File: config.mk
export PLATFORM = sky130hd
export DESIGN_NAME = uart_xmtr_param
export DESIGN_NICKNAME = d
export VERILOG_FILES = /design/src/rtl/uart_pkg.sv /design/src/rtl/uart_tx_fifo.sv /design/src/rtl/uart_xmtr_param.sv
export SDC_FILE = /design/constraint.sdc
export NUM_CORES = 1
export LEC_CHECK = 0
export BUFFER_PORTS_ARGS = -buffer_cell sky130_fd_sc_hd__buf_2
export CORE_ASPECT_RATIO = 1.5
export CORE_MARGIN = 3
export CORE_UTILIZATION = 59
export CTS_CLUSTER_DIAMETER = 100
export CTS_CLUSTER_SIZE = 20
export DETAILED_ROUTE_END_ITERATION = 10
export GPL_ROUTABILITY_DRIVEN = 0
export PLACE_DENSITY_LB_ADDON = 0.25
export SLEW_MARGIN = 10
export SYNTH_ARGS = -nofsm -noshare
export SYNTH_HDL_FRONTEND = slang
export SYNTH_SLANG_ARGS = --single-unit
File: constraint.sdc
create_clock -name clk_i -period 4 [get_ports clk_i]
set_input_delay 0 -clock clk_i [delete_from_list [all_inputs] [get_ports clk_i]]
set_output_delay 0 -clock clk_i [all_outputs]
set_load 0.005 [all_outputs]
File: src/rtl/uart_pkg.sv
// Shared definitions for the UART transmitter: parity mode encodings and the
// transmit FSM state enumeration.
package uart_pkg;

  // parity_mode encodings; ParRsvd is treated the same as ParNone
  localparam logic [1:0] ParNone = 2'b00;
  localparam logic [1:0] ParEven = 2'b01;
  localparam logic [1:0] ParOdd  = 2'b10;
  localparam logic [1:0] ParRsvd = 2'b11;

  typedef enum logic [2:0] {
    StIdle,
    StStart,
    StData,
    StParity,
    StStop
  } tx_state_e;

endpackage

File: src/rtl/uart_tx_fifo.sv
// Synchronous single-clock FIFO holding words waiting to be transmitted.
// Ports:
//   clk_i, rst_i     clock, synchronous active-high reset (flushes contents)
//   push_i/push_data_i  write request and data (ignored while full)
//   pop_i/pop_data_o    read request and head-of-queue data (ignored while empty)
//   full_o, empty_o, count_o  registered status
module uart_tx_fifo #(
  parameter int unsigned WIDTH = 8,
  parameter int unsigned DEPTH = 4
) (
  input  logic                     clk_i,
  input  logic                     rst_i,
  input  logic                     push_i,
  input  logic [WIDTH-1:0]         push_data_i,
  input  logic                     pop_i,
  output logic [WIDTH-1:0]         pop_data_o,
  output logic                     full_o,
  output logic                     empty_o,
  output logic [$clog2(DEPTH):0]   count_o
);

  localparam int unsigned PtrW = $clog2(DEPTH);
  localparam int unsigned CntW = PtrW + 1;

  logic [WIDTH-1:0] mem_q [DEPTH];
  logic [PtrW-1:0]  wr_ptr_q, rd_ptr_q;
  logic [CntW-1:0]  count_q, count_d;
  logic             full_q, empty_q;
  logic             do_push, do_pop;

  assign do_push = push_i & ~full_q;
  assign do_pop  = pop_i & ~empty_q;

  always_comb begin
    count_d = count_q;
    unique case ({do_push, do_pop})
      2'b10:   count_d = count_q + CntW'(1);
      2'b01:   count_d = count_q - CntW'(1);
      default: count_d = count_q;
    endcase
  end

  always_ff @(posedge clk_i) begin
    if (rst_i) begin
      wr_ptr_q <= '0;
      rd_ptr_q <= '0;
      count_q  <= '0;
      full_q   <= 1'b0;
      empty_q  <= 1'b1;
    end else begin
      if (do_push) wr_ptr_q <= wr_ptr_q + PtrW'(1);
      if (do_pop)  rd_ptr_q <= rd_ptr_q + PtrW'(1);
      count_q <= count_d;
      full_q  <= (count_d == CntW'(DEPTH));
      empty_q <= (count_d == '0);
    end
  end

  // Storage needs no reset; the pointers define what is valid.
  always_ff @(posedge clk_i) begin
    if (do_push) mem_q[wr_ptr_q] <= push_data_i;
  end

  assign pop_data_o = mem_q[rd_ptr_q];
  assign full_o     = full_q;
  assign empty_o    = empty_q;
  assign count_o    = count_q;

endmodule

File: src/rtl/uart_xmtr_param.sv
// Parameterised UART transmitter with a holding FIFO.
// Ports:
//   clk_i, rst_i          clock, synchronous active-high reset
//   baud_div_i            bit period minus one, in clock cycles
//   parity_mode_i         00 none, 01 even, 10 odd, 11 none
//   two_stop_i            1 = two stop bits
//   tx_data_i/tx_valid_i  word to queue; tx_ready_o = FIFO not full (0 in reset)
//   serial_out_o          registered serial line, idle high
//   busy_o                frame in progress or words queued
//   fifo_count_o          words held in the FIFO
module uart_xmtr_param
  import uart_pkg::*;
#(
  parameter int unsigned DATA_W     = 8,
  parameter int unsigned FIFO_DEPTH = 4,
  parameter int unsigned DIV_W      = 16
) (
  input  logic                          clk_i,
  input  logic                          rst_i,
  input  logic [DIV_W-1:0]              baud_div_i,
  input  logic [1:0]                    parity_mode_i,
  input  logic                          two_stop_i,
  input  logic [DATA_W-1:0]             tx_data_i,
  input  logic                          tx_valid_i,
  output logic                          tx_ready_o,
  output logic                          serial_out_o,
  output logic                          busy_o,
  output logic [$clog2(FIFO_DEPTH):0]   fifo_count_o
);

  localparam int unsigned BitW = 4;
  localparam logic [BitW-1:0] LastBit = BitW'(DATA_W - 1);

  logic              fifo_full, fifo_empty, pop;
  logic [DATA_W-1:0] fifo_rdata;

  tx_state_e         state_q, state_d;
  logic [DIV_W-1:0]  baud_q, baud_d;
  logic [DIV_W-1:0]  div_q, div_d;
  logic [BitW-1:0]   bit_q, bit_d;
  logic [DATA_W-1:0] shift_q, shift_d;
  logic              par_q, par_d;
  logic [1:0]        mode_q, mode_d;
  logic              two_q, two_d;
  logic              serial_q, serial_d;
  logic              bit_end, par_en, load;

  assign tx_ready_o = ~fifo_full & ~rst_i;

  uart_tx_fifo #(
    .WIDTH (DATA_W),
    .DEPTH (FIFO_DEPTH)
  ) u_fifo (
    .clk_i       (clk_i),
    .rst_i       (rst_i),
    .push_i      (tx_valid_i & tx_ready_o),
    .push_data_i (tx_data_i),
    .pop_i       (pop),
    .pop_data_o  (fifo_rdata),
    .full_o      (fifo_full),
    .empty_o     (fifo_empty),
    .count_o     (fifo_count_o)
  );

  assign bit_end = (baud_q == div_q);
  assign par_en  = (mode_q == ParEven) || (mode_q == ParOdd);

  always_comb begin
    state_d  = state_q;
    baud_d   = bit_end ? '0 : baud_q + DIV_W'(1);
    div_d    = div_q;
    bit_d    = bit_q;
    shift_d  = shift_q;
    par_d    = par_q;
    mode_d   = mode_q;
    two_d    = two_q;
    serial_d = serial_q;
    load     = 1'b0;
    pop      = 1'b0;

    unique case (state_q)
      StIdle: begin
        baud_d   = '0;
        serial_d = 1'b1;
        if (!fifo_empty) load = 1'b1;
      end
      StStart: begin
        if (bit_end) begin
          state_d  = StData;
          bit_d    = '0;
          serial_d = shift_q[0];
        end
      end
      StData: begin
        if (bit_end) begin
          par_d   = par_q ^ shift_q[0];
          shift_d = shift_q >> 1;
          if (bit_q == LastBit) begin
            bit_d = '0;
            if (par_en) begin
              state_d  = StParity;
              serial_d = par_q ^ shift_q[0] ^ (mode_q == ParOdd);
            end else begin
              state_d  = StStop;
              serial_d = 1'b1;
            end
          end else begin
            bit_d    = bit_q + BitW'(1);
            serial_d = shift_q[1];
          end
        end
      end
      StParity: begin
        if (bit_end) begin
          state_d  = StStop;
          bit_d    = '0;
          serial_d = 1'b1;
        end
      end
      StStop: begin
        if (bit_end) begin
          if (two_q && (bit_q == '0)) begin
            bit_d = BitW'(1);
          end else if (!fifo_empty) begin
            // Chain straight into the next frame with no idle gap
            load = 1'b1;
          end else begin
            state_d = StIdle;
          end
        end
      end
      default: state_d = StIdle;
    endcase

    // Frame settings are captured at pop so mid-frame input changes are ignored
    if (load) begin
      pop      = 1'b1;
      state_d  = StStart;
      shift_d  = fifo_rdata;
      div_d    = baud_div_i;
      mode_d   = parity_mode_i;
      two_d    = two_stop_i;
      par_d    = 1'b0;
      baud_d   = '0;
      bit_d    = '0;
      serial_d = 1'b0;
    end
  end

  always_ff @(posedge clk_i) begin
    if (rst_i) begin
      state_q  <= StIdle;
      baud_q   <= '0;
      div_q    <= '0;
      bit_q    <= '0;
      shift_q  <= '0;
      par_q    <= 1'b0;
      mode_q   <= ParNone;
      two_q    <= 1'b0;
      serial_q <= 1'b1;
    end else begin
      state_q  <= state_d;
      baud_q   <= baud_d;
      div_q    <= div_d;
      bit_q    <= bit_d;
      shift_q  <= shift_d;
      par_q    <= par_d;
      mode_q   <= mode_d;
      two_q    <= two_d;
      serial_q <= serial_d;
    end
  end

  assign serial_out_o = serial_q;
  assign busy_o       = !((state_q == StIdle) && (fifo_count_o == '0));

endmodule
==> results of run 1 <==
repair_timing:
item                      4_1_cts  5_1_grt
gates resized for setup         0        0
hold endpoints to repair       51        0
hold buffers                   27        0
cells in the mapped netlist (2+ instances only):
cell type and n:
sky130_fd_sc_hd__edfxtp_1 32, sky130_fd_sc_hd__o21ai_0 7, sky130_fd_sc_hd__mux2i_1 9, sky130_fd_sc_hd__nand3b_1 2
sky130_fd_sc_hd__buf_1 2, sky130_fd_sc_hd__a21oi_1 28, sky130_fd_sc_hd__buf_2 3, sky130_fd_sc_hd__nand3_1 12
sky130_fd_sc_hd__nand4_1 5, sky130_fd_sc_hd__or3_1 2, sky130_fd_sc_hd__clkbuf_1 13, sky130_fd_sc_hd__nor2_1 49
sky130_fd_sc_hd__mux4_2 8, sky130_fd_sc_hd__o21bai_1 2, sky130_fd_sc_hd__a211oi_1 7, sky130_fd_sc_hd__xnor2_1 24
sky130_fd_sc_hd__nand2b_1 2, sky130_fd_sc_hd__nor4_1 2, sky130_fd_sc_hd__a2111oi_0 2, sky130_fd_sc_hd__nor2b_1 2
sky130_fd_sc_hd__xor2_1 12, sky130_fd_sc_hd__dfxtp_1 63, sky130_fd_sc_hd__o31ai_1 2, sky130_fd_sc_hd__nand2_1 50
sky130_fd_sc_hd__and3_1 8, sky130_fd_sc_hd__nor3_1 5, sky130_fd_sc_hd__and2_1 2, sky130_fd_sc_hd__ha_1 9
sky130_fd_sc_hd__inv_1 15
area by class of cell:
type                            count  area (µm²)  area share
Tap cell                           76       95.09     0.01966
Timing Repair Buffer               66       475.5     0.09829
Inverter                           15       56.30     0.01164
Clock buffer                       11       141.4     0.02923
Multi-Input combinational cell    268        1789      0.3699
Sequential cell                    95        2222      0.4594
Clock inverter                      5       57.56     0.01190
registers in the layout, indices dropped and copies added (netlist names), 2 cells and up, named ones only:
register         cells
bit_q                4
u_fifo.wr_ptr_q      2
u_fifo.mem_q        32
mode_q               2
u_fifo.count_o       3
u_fifo.rd_ptr_q      2
state_q              3
baud_q              16
div_q               16
shift_q              8
path summary, 6_finish.rpt:
check | cells after the start | slack (ns) | startpoint | to
worst max-delay path | 14 | 1.11 | baud_q[0] | u_fifo.full_o
worst min-delay path | 3 | 0.12 | tx_valid_i | u_fifo.wr_ptr_q[1]
worst max register to register | 14 | 1.11 | baud_q[0] | u_fifo.full_o
worst min register to register | 2 | 0.46 | mode_q[0] | mode_q[0]
through the flow:
step	util	cells	cell area, µm²
after global routing	0.7256	536	4837
after CTS	0.7256	536	4837
after detailed placement	0.6552	493	4368
final	0.7256	536	4837
after global placement	0.6552	493	4368
after floorplan	-	397	4150
where the power goes:
part | leakage [nW] | switching (mW) | internal (mW)
registers | 0.804 | 0.142 | 1.17
clock network | 0.104 | 0.328 | 0.308
logic | 0.892 | 0.657 | 0.481
routing by layer:
metal | part of all wire | track usage
met1 | 0.40 | 0.2623
met2 | 0.54 | 0.4164
met3 | 0.035 | 0.03598
met4 | 0.027 | 0.1234
met5 | 0 | 0
critical path, stage by stage (launching register included):
cell,delay (ns)
sky130_fd_sc_hd__dfxtp_1,0.42
sky130_fd_sc_hd__xnor2_1,0.15
sky130_fd_sc_hd__nand4_1,0.16
sky130_fd_sc_hd__nor4_4,0.28
sky130_fd_sc_hd__buf_4,0.24
sky130_fd_sc_hd__a21oi_2,0.08
sky130_fd_sc_hd__inv_1,0.10
sky130_fd_sc_hd__ha_1,0.19
sky130_fd_sc_hd__inv_1,0.07
sky130_fd_sc_hd__fa_1,0.39
sky130_fd_sc_hd__xor2_1,0.15
sky130_fd_sc_hd__nor2_1,0.11
sky130_fd_sc_hd__xnor2_1,0.09
sky130_fd_sc_hd__or2_2,0.29
sky130_fd_sc_hd__nor2b_1,0.10
kinds of logic after synthesis:
logic type	share of synthesized area
xor+xnor	0.08140
compound gates	0.08260
flops	0.5354
mux	0.06783
simple gates	0.1673
buf+inv	0.03346
fa+ha+maj	0.03196
==> reports/qor.yml, run 1 <==
run_status: "finished clean"
number_of_global_route_vias_before_repair: 3010
rows: 36
layout.nets: 495
final_cell_mix: "63 x sky130_fd_sc_hd__dfxtp_1, 50 x sky130_fd_sc_hd__nand2_1, 49 x sky130_fd_sc_hd__nor2_1, 35 x sky130_fd_sc_hd__buf_2, 32 x sky130_fd_sc_hd__edfxtp_1"
max_slew_margin: 0.6251
num_io_pins: 36
crit_path_start_kind: "flip-flop"
layout-area-overhead-vs-synth_pct: 16.55
post_synth_main_area_contributors: "sky130_fd_sc_hd__dfxtp_1 30%, sky130_fd_sc_hd__edfxtp_1 23%, sky130_fd_sc_hd__xnor2_1 5.1%"
route.final.wire_length_um: 8388
dp_hpwl_um: 5392
slew_violations: 0
mostFrequentLayoutCell: "sky130_fd_sc_hd__dfxtp_1"
core_area_mm2: 0.006666
yosys_reg_bits: 95
synth_top_cell_area_share: 0.3039
clock_tree_from_tritoncts: "done"
period_share: 0.7215
post_cts_setup_bufs: 0
maximum_number_of_pins_on_one_net_before_global_route_repair: 47
numClockSinks: 95
detailroute.via_count: 2950
fmax_mhz: 346.5
grt_first_pass_wirelength_um: 14120
share_of_final_layout_standard_cells_stronger_than_drive_strength_1: 0.1522
worstMarginPinSlew_ns: 0.5547
post-route-min-period_ns: 2.886
critPathRequiredTime_ns: 4.30
drc_errors: 0
final_critical_path_setup_slack_ns: 1.114
synth_enable_flop_cells: 32
root_buffer: "sky130_fd_sc_hd__clkbuf_8"
wl_per_cell_um: 15.65
synth.cell_area_mm2: 0.004150
pre_cts_ws_ns: 1.133
cp_data_arrival_time_ns: 3.19
cts_max_path_buffers: 2
final_hold_viol_count: 0
finClkSkew_ns: 0.01348
fillers: 471
clock_insertion_delay_worst_skew_ns: 0.37
global_route.overflow_total: 0
clk_transition_reported_paths_ns: 0.09
yosysWarnings: 0
timing.final.setup_violations: 0
ffs_w_async_s_r_synth: 0
initial_util: 0.6226
yosys_top_cell_by_area: "sky130_fd_sc_hd__dfxtp_1"
tritoncts.num_buffers: 9
drt_pre_antenna_iters: 4
drv_cap: 0
worst_path_class_setup: "flip-flop to flip-flop"
maximum_fanout_count_along_the_critical_path: 12
detail_route.iter0.violations: 150
hold_path_class: "input pin to flip-flop"
post_synth_inst_count: 397
fin_total_pwr_mw: 3.084
leakage_nw: 1.800
synthDistinctLibCells: 47
htree_num_levels: 3
grt_setup_unrepaired: "false"
vdd_ir_drop_max_mv: 0.3819
hold_slack_ns: 0.1157
syn-num-nets: 437
synth_top_flop_cell: "sky130_fd_sc_hd__dfxtp_1"
post_synth.cell_area_avg_um2: 10.45
placement.io_buffers: 35
antenna_violating_nets_post_route: 0
viasPerCell: 5.504
p_per_area_mw_per_mm2: 637.6
final.setup.tns_ns: 0
design.die.area_mm2: 0.008097
grt_antenna_before_repair: 0
die_height_um: 108.7
critical_path.endpoint_type: "flip-flop"
die_width_um: 74.48
antenna_cells_inserted: 0
groute.usage.overall: 0.2342
ys_seq_area_frac: 0.5354
Power figures use the tool's default switching activity.
==> run 2: changes to the inputs <==
ABC_AREA = 1   (was unset)
CORE_UTILIZATION = 54   (was 59)
clock period = 2.6 ns   (was 4 ns; I/O delays follow)
==> run 2 against run 1 <==
Setup slack worse by 1.0 ns. Hold slack worse by 0.096 ns. First-iteration DRC count is 41% higher. Count of clock-buffer cells in the layout is 2 lower. Critical path depth is 1 higher. Fmax is 14% higher. Largest cell class unchanged. Synthesized area is 6.0% higher. Utilization is 4.2 points lower. Die area is 15% higher.
==> reports/qor.yml, run 2 <==
cp_data_arrival_time_ns: 2.81
ys_top_cells_by_count: "129 x sky130_fd_sc_hd__nand2_1, 75 x sky130_fd_sc_hd__nor2_1, 66 x sky130_fd_sc_hd__inv_1"
root_buffer: "sky130_fd_sc_hd__clkbuf_16"
layout.nets: 664
global_route.overflow_total: 0
max_flop_register: "u_fifo.mem_q"
dp_hpwl_um: 6337
layout-area-overhead-vs-synth_pct: 20.50
crit_path_start_kind: "flip-flop"
grt_first_pass_wirelength_um: 15490
largest_registers: "u_fifo.mem_q x32, baud_q x16, div_q x16"
design.die.area_mm2: 0.009290
post_synth_inst_count: 554
core_area_mm2: 0.007759
synth_enable_flop_cells: 32
htree_num_levels: 3
leakage_nw: 2.168
timing.critical_path.slowest_cell_delay_ns: 0.35
groute.usage.overall: 0.2172
num_io_pins: 36
wl_per_cell_um: 12.93
share_seq_of_total_power: 0.402
critPathRequiredTime_ns: 2.88
antenna_violating_nets_post_route: 0
max_slew_margin: 0.4857
period_share: 0.9732
critical_path.endpoint_type: "flip-flop"
die_height_um: 116.6
hold_path_class: "input pin to flip-flop"
antenna_cells_inserted: 0
yosys_top_cell_by_area: "sky130_fd_sc_hd__dfxtp_1"
mostFrequentLayoutCell: "sky130_fd_sc_hd__nand2_1"
share_of_final_layout_standard_cells_stronger_than_drive_strength_1: 0.1574
p_switching_mw: 1.868
drc_errors: 0
detailroute.via_count: 3731
p_clk_frac: 0.259
p_int_mw: 3.169
post-route-min-period_ns: 2.530
numClockSinks: 95
die_width_um: 79.71
clock_insertion_delay_worst_skew_ns: 0.34
combinational_group_share_of_total_power: 0.339
clk_transition_reported_paths_ns: 0.07
synthDistinctLibCells: 33
worst_path_class_setup: "flip-flop to flip-flop"
clock_tree_from_tritoncts: "done"
timing.final.setup_violations: 0
maximum_fanout_count_along_the_critical_path: 3
yosys.cell_count.top_type: "sky130_fd_sc_hd__nand2_1"
yosys_reg_bits: 95
grt_antenna_before_repair: 0
worst-path-buf-inv: 2
post_synth_main_area_contributors: "sky130_fd_sc_hd__dfxtp_1 29%, sky130_fd_sc_hd__edfxtp_1 22%, sky130_fd_sc_hd__nand2_1 11%"
grt_setup_unrepaired: "true"
maximum_number_of_pins_on_one_net_before_global_route_repair: 41
critical-path-slowest-cell: "sky130_fd_sc_hd__fa_2"
slew_violations: 0
rows: 39
ys_seq_area_frac: 0.5050
viasPerCell: 5.104
placement.io_buffers: 35
netSwitchingFraction: 0.3708
hold_slack_ns: 0.01978
syn-num-nets: 594
ffs_w_async_s_r_synth: 0
detail_route.iter0.violations: 212
post_synth.cell_area_avg_um2: 7.943
fin_total_pwr_mw: 5.037
synth_top_flop_cell: "sky130_fd_sc_hd__dfxtp_1"
vdd_ir_drop_max_mv: 0.6827
number_of_global_route_vias_before_repair: 3580
worst_path_dominant_cell_family: "simple AND/OR/NAND/NOR gates"
largest_register_ffs: 32
synth_top_cell_area_share: 0.2866
run_status: "finished clean"
final_cell_mix: "129 x sky130_fd_sc_hd__nand2_1, 74 x sky130_fd_sc_hd__nor2_1, 65 x sky130_fd_sc_hd__inv_1, 54 x sky130_fd_sc_hd__dfxtp_1, 47 x sky130_fd_sc_hd__o21ai_0"
drv_cap: 0
initial_util: 0.5672
synth.cell_area_mm2: 0.004400
worstMarginPinSlew_ns: 0.7686
final_hold_viol_count: 0
yosysWarnings: 0
fmax_mhz: 395.2
p_per_area_mw_per_mm2: 950.0
route.final.wire_length_um: 9451
path_cells: "inv_1 -> ha_1 -> nand2_1 -> nor3_1 -> nor3_2 -> nand3_4 -> nand2_8 -> ha_2 -> inv_2 -> fa_2 -> or2_4 -> nand3_2 -> xor2_2 -> nor2_2 -> a21oi_1"
cts_max_path_buffers: 2
tritoncts.num_buffers: 9
finClkSkew_ns: 0.008069
drt_pre_antenna_iters: 4
-- run 2: power groups by stage --
stage | clock network [mW] | registers (mW) | logic, mW
global placement | 0 | 2.04 | 1.55
floorplan | 0 | 1.99 | 1.30
CTS | 1.33 | 2.02 | 1.67
detailed placement | 0 | 2.05 | 1.60
finish | 1.30 | 2.02 | 1.71
global route | 1.38 | 2.06 | 1.94
-- run 2: worst paths after layout --
path | from | endpoint | slack (ns) | depth (start not counted)
setup / recovery | bit_q[1] | u_fifo.empty_o | 0.07 | 15
hold / removal | baud_div_i[6] | div_q[6] | 0.02 | 3
setup reg to reg | bit_q[1] | u_fifo.empty_o | 0.07 | 15
hold reg to reg | mode_q[0] | mode_q[0] | 0.46 | 2
-- run 2: metrics by stage --
| stage | instance area (µm²) | cells | setup slack [ns] | setup TNS [ns] | utilization |
|---|---|---|---|---|---|
| global route | 5303 | 731 | -0.09931 | -0.2027 | 0.6834 |
| finish | 5303 | 731 | 0.06955 | 0 | 0.6834 |
| CTS | 5233 | 727 | 0.004544 | 0 | 0.6744 |
| detailed placement | 4681 | 686 | -0.008156 | -0.008156 | 0.6033 |
| global placement | 4681 | 686 | 0.09538 | 0 | 0.6033 |
| floorplan | 4402 | 554 | 0.001542 | 0 | - |
-- run 2: logic make-up (layout without fill, tap and decap cells) --
family,after synthesis,in the layout,share of synthesized area
AND/OR/NAND/NOR,255,255,0.2488
XOR/XNOR,8,8,0.01592
AO/OA/AOI/OAI,98,98,0.1166
buffers and inverters,88,163,0.08359
flip-flops,95,95,0.5050
adder cells (fa/ha/maj),10,10,0.03014
-- run 2: area by class of cell --
type / count / area, µm²
clock buffers: 9 / 225.2
clock inverters: 7 / 71.32
fillers: 613 / 2456
inverters: 75 / 284.0
multi-input cells: 371 / 1843
flip-flops and latches: 95 / 2233
well taps: 102 / 127.6
repair buffers: 72 / 518.0
-- run 2: worst reg2reg max path: stages, from the launching register on --
cell	delay (ns)
sky130_fd_sc_hd__dfxtp_2	0.34
sky130_fd_sc_hd__inv_1	0.05
sky130_fd_sc_hd__ha_1	0.19
sky130_fd_sc_hd__nand2_1	0.08
sky130_fd_sc_hd__nor3_1	0.07
sky130_fd_sc_hd__nor3_2	0.25
sky130_fd_sc_hd__nand3_4	0.15
sky130_fd_sc_hd__nand2_8	0.08
sky130_fd_sc_hd__ha_2	0.16
sky130_fd_sc_hd__inv_2	0.05
sky130_fd_sc_hd__fa_2	0.35
sky130_fd_sc_hd__or2_4	0.25
sky130_fd_sc_hd__nand3_2	0.08
sky130_fd_sc_hd__xor2_2	0.20
sky130_fd_sc_hd__nor2_2	0.07
sky130_fd_sc_hd__a21oi_1	0.11
-- run 2: what timing repair did --
item                                    4_1_cts  5_1_grt
gates resized for setup                       1       16
gates cloned                                  0        0
endpoints found under the setup margin        1        3
pin swaps                                     0        4
hold endpoints to repair                     49        1
buffers inserted                              0        3
hold buffers                                 25        1
-- run 2: layer usage --
metal	up-vias	GRT usage	share of wire
met5	-	0	0
li1	1922	-	-
met3	19	0.05787	0.045
met2	80	0.3949	0.53
met4	0	0.1124	0.026
met1	1710	0.2265	0.40
